==> src/rtl/rsa_job_driver.sv <==
// Initiator for the RSA core start/done handshake: latches one job from a valid/ready
// input stream, starts the core, watches for done with a timeout, and returns the result.
module rsa_job_driver #(
    parameter int W   = 6,
    parameter int TMO = 1023
) (
    input  logic         clk,
    input  logic         rst,
    input  logic         in_valid,
    output logic         in_ready,
    input  logic [W-1:0] in_data,
    input  logic [W-1:0] in_key,
    input  logic [W-1:0] in_n,
    output logic         core_start,
    output logic [W-1:0] core_key,
    output logic [W-1:0] core_data,
    output logic [W-1:0] core_n,
    input  logic         core_done,
    input  logic [W-1:0] core_result,
    output logic         core_abort,
    output logic         out_valid,
    input  logic         out_ready,
    output logic [W-1:0] out_data,
    output logic [1:0]   out_err,
    output logic [15:0]  job_cnt
);

    typedef enum logic [1:0] {
        IDLE  = 2'd0,
        ISSUE = 2'd1,
        WAIT  = 2'd2,
        HOLD  = 2'd3
    } state_t;

    localparam logic [15:0] TMO_LAST = 16'(TMO - 1);

    localparam logic [1:0] ERR_OK      = 2'b00;
    localparam logic [1:0] ERR_RANGE   = 2'b01;
    localparam logic [1:0] ERR_TIMEOUT = 2'b10;
    localparam logic [1:0] ERR_MODULUS = 2'b11;

    state_t      state;
    state_t      state_nx;
    logic [15:0] tmo_cnt;
    logic        accept;
    logic        n_small;
    logic        data_big;
    logic        tmo_hit;

    // in_ready also drops while rst is high so nothing is accepted in a reset cycle.
    assign in_ready   = (state == IDLE) && !rst;
    assign core_start = (state == ISSUE);
    assign out_valid  = (state == HOLD);

    assign accept   = in_valid && in_ready;
    assign n_small  = in_n < W'(2);
    assign data_big = in_data >= in_n;
    assign tmo_hit  = (tmo_cnt == TMO_LAST);

    always_comb begin
        state_nx = state;
        case (state)
            IDLE: begin
                if (accept) begin
                    if (n_small || data_big) begin
                        state_nx = HOLD;
                    end else begin
                        state_nx = ISSUE;
                    end
                end
            end
            ISSUE: state_nx = WAIT;
            WAIT: begin
                if (core_done || tmo_hit) begin
                    state_nx = HOLD;
                end
            end
            HOLD: begin
                if (out_ready) begin
                    state_nx = IDLE;
                end
            end
            default: state_nx = IDLE;
        endcase
    end

    always_ff @(posedge clk) begin
        if (rst) begin
            state      <= IDLE;
            core_key   <= '0;
            core_data  <= '0;
            core_n     <= '0;
            core_abort <= 1'b0;
            out_data   <= '0;
            out_err    <= ERR_OK;
            job_cnt    <= '0;
            tmo_cnt    <= '0;
        end else begin
            state      <= state_nx;
            core_abort <= 1'b0;
            case (state)
                IDLE: begin
                    if (accept) begin
                        core_key  <= in_key;
                        core_data <= in_data;
                        core_n    <= in_n;
                        if (n_small) begin
                            out_err  <= ERR_MODULUS;
                            out_data <= '0;
                        end else if (data_big) begin
                            out_err  <= ERR_RANGE;
                            out_data <= in_data;
                        end
                    end
                end
                ISSUE: tmo_cnt <= '0;
                WAIT: begin
                    // done takes priority over a timeout landing on the same edge
                    if (core_done) begin
                        out_data <= core_result;
                        out_err  <= ERR_OK;
                    end else if (tmo_hit) begin
                        out_data   <= '0;
                        out_err    <= ERR_TIMEOUT;
                        core_abort <= 1'b1;
                    end else begin
                        tmo_cnt <= tmo_cnt + 16'd1;
                    end
                end
                HOLD: begin
                    if (out_ready) begin
                        job_cnt <= job_cnt + 16'd1;
                    end
                end
                default: ;
            endcase
        end
    end

endmodule

==> config.mk <==
export PLATFORM = sky130hd
export DESIGN_NAME = rsa_job_driver
export DESIGN_NICKNAME = d
export VERILOG_FILES = /design/src/rtl/rsa_job_driver.sv
export SDC_FILE = /design/constraint.sdc
export NUM_CORES = 1
export LEC_CHECK = 0
export CORE_UTILIZATION = 35
export DETAILED_ROUTE_END_ITERATION = 8
export SYNTH_ARGS = -nofsm -noshare
export SYNTH_HDL_FRONTEND = slang
export SYNTH_SLANG_ARGS = --single-unit
==> constraint.sdc <==
create_clock -name clk -period 4.57 [get_ports clk]
set_input_delay 1.1425 -clock clk [delete_from_list [all_inputs] [get_ports clk]]
set_output_delay 1.1425 -clock clk [all_outputs]
set_load 0.005 [all_outputs]
==> out/results.ini <==
[run_status]
status=finished clean

[run]
maxCapViolations=0

[timing]
rsz0062_at_grt=no
hold_viol_final=0
worst_pin_slew_ns=0.721
finalSetupViolations=0
finalSetupTns_ns=0
whs_ns=0.457
clock.fmax_mhz=293
drv_slew=0
post-route-period-util_pct=74.6
finClkSkew_ns=0.0105
slew_headroom_pct=51.6
fin_crit_ns=3.41

[layout]
syn_to_final_growth_pct=35.5
insertedDiodeCount=0
drive_gt1_share_pct=5.00
nets=458
fillCellCount=758

[routing]
drc=0
detail-route-antenna-nets=0
wl_mm=6.80
drt_iter0_drc=98
wl_per_cell_um=13.0
firstDrtPassIters=4
vias=2585
drt-vias-per-instance=4.95

[synth]
synth.top_cells.by_count=dfxtp_1, nand2_1, nor2_1, nand3_1, o21ai_0
ys_top_cells_by_area=dfxtp_1, ha_1, xor2_1
synth_cells=344
synth_warnings=0
synth-edff-count=0
syn_area_um2=2870
synth-main-ff-cell=dfxtp_1
synthDistinctLibCells=37
syn_area_per_cell_um2=8.33
synth_most_common_cell=dfxtp_1
yosys.area.top_type_share_pct=42.6
synth_nets=387
yosysSeqAreaShare_pct=42.6
synth_top_cell_by_area=dfxtp_1
yosys_register_bits=61
async_reset_ff_share_pct=0

[power_and_ir_drop]
combPwrFrac_pct=34.0
intPower_mw=1.13
ir_drop_mv=0.212
p_sw_share_pct=32.9
p_leak_nw=1.42
p_sw_uw=553
powerDensity_nw_per_um2=432
seqPwrFrac_pct=37.9
p_clk_share_pct=28.1

[placement]
place_congestion=0.857
port_buffers=74
hpwlAfterDp_mm=4.93

[global_routing]
antenna_found_initial=0
overflow=0
gr-usage-all-layers_pct=16.7
grt_pass1_vias=2430
grt_max_degree=33
grt_pass1_wl_mm=11.4

[critical_path]
worstSetupStartpoint=rst
cpMostUsedCell=clkdlybuf4s50_1
worstSetupPathType=input pin to primary output
crit_path_start_kind=input pin
r2r_slack_ns=2.09
reg2regPathDepth=8
slowest_stage=clkdlybuf4s50_1
crit_family=buffers and inverters
max_stage_delay_ns=0.56
required_ns=3.43
timing.rr.start=tmo_cnt[0]
cp-endpoint=in_ready
r2r_end=out_data[0]
end_kind=primary output
worstPathArrival_ns=2.27
crit_path_max_fanout=2
cp_cell_sequence=clkdlybuf4s50_1, nor2b_1, clkdlybuf4s50_1
worst-path-stages=3
crit_buf_inv=2

[floorplan]
die_area_um2=8560
coreArea_um2=7810
start_util_pct=36.7
io_pins=75
row_count=32
die_w_um=92.5
die_y_um=92.5

[clocking]
clk_pin_slew_ns=0.06
cts_root_buffer=clkbuf_8
cts_inserted_buffers=9
cts_tree=built
clock-sinks=61
cts_buffer_depth=2
post_cts.repair.setup_buffers=0
cts_hold_buf=0
clk_latency_ns=0.33
htree_num_levels=3
cts_resized=0

[hold_path]
min_path_type=flop to flop

[layout by cell type (no fill, tap or decap), types with 3 or more instances in the layout]
cell              n
a211oi_1          9
a21oi_1          19
a32oi_1           6
and3_1            8
and4_1            3
buf_4             3
clkbuf_8         10
clkdlybuf4s50_1  74
dfxtp_1          61
ha_1             14
inv_1            11
nand2_1          42
nand2b_1          8
nand3_1          26
nand4_1           9
nor2_1           33
nor2b_1           5
nor3_1            3
o21ai_0          23
or3_1             6
xnor2_1           3
xor2_1           20
[state kept, by name (all words and copies together) (netlist names)]
name	count
job_cnt	16
tmo_cnt	16
core_data	6
core_key	6
core_n	6
out_data	6
out_err	2
state	2
core_abort	1
[layout make-up]
| class | instances | area [µm²] | area share [%] |
|---|---|---|---|
| Inverter | 11 | 41.3 | 1.06 |
| Clock inverter | 4 | 47.5 | 1.22 |
| Timing Repair Buffer | 77 | 763 | 19.6 |
| Tap cell | 102 | 128 | 3.29 |
| Sequential cell | 61 | 1220 | 31.4 |
| Multi-Input combinational cell | 255 | 1540 | 39.6 |
| Clock buffer | 12 | 145 | 3.74 |
[how the worst min path moves through the flow]
stage | start | to | slack [ns] | cells after the start
floorplan | core_data[1] | core_data[1] | 0.45 | 2
global placement | core_data[3] | core_data[3] | 0.45 | 2
detailed placement | core_n[0] | core_n[0] | 0.45 | 2
CTS | core_data[2] | core_data[2] | 0.46 | 2
global route | core_key[4] | core_key[4] | 0.49 | 2
finish | core_data[2] | core_data[2] | 0.46 | 2
[power by group through the flow]
stage               clock [mW]  sequential, mW  combinational, mW
floorplan                    0           0.646              0.338
CTS                      0.485           0.637              0.576
finish                   0.472           0.636              0.571
detailed placement           0           0.647              0.574
global route             0.508           0.645              0.634
global placement             0           0.646              0.575
[worst min-delay path, stage by stage (launching register included)]
cell and delay [ns]:
dfxtp_1 0.31, nand2_1 0.05, o21ai_0 0.06
[stage by stage]
step                      total power [mW]  setup slack (ns)  utilization [%]  cell area [µm²]  cells
final                                 1.68              1.16             49.8             3880    522
after floorplan                      0.985              1.56                -             2870    344
after global placement                1.22              1.01             47.3             3690    506
after detailed placement              1.22             0.901             47.3             3690    506
after CTS                             1.70              1.16             49.8             3880    522
after global routing                  1.79             0.971             49.8             3880    522
[cells by family after synthesis]
family | count (synthesis) | synth area share [%]
buf+inv | 28 | 3.71
xor+xnor | 23 | 7.03
compound gates | 67 | 14.2
simple gates | 151 | 26.4
flops | 61 | 42.6
fa+ha+maj | 14 | 6.11
[metal layers]
metal  vias to the layer above  share of wire [%]  track usage [%]
met2                        70                 45             26.6
met5                         -                  0                0
met1                      1164                 46             20.5
li1                       1340                  -                -
met4                         0                1.7             5.73
met3                        11                6.9             6.57
No activity file was read; power rests on OpenSTA's default activity.
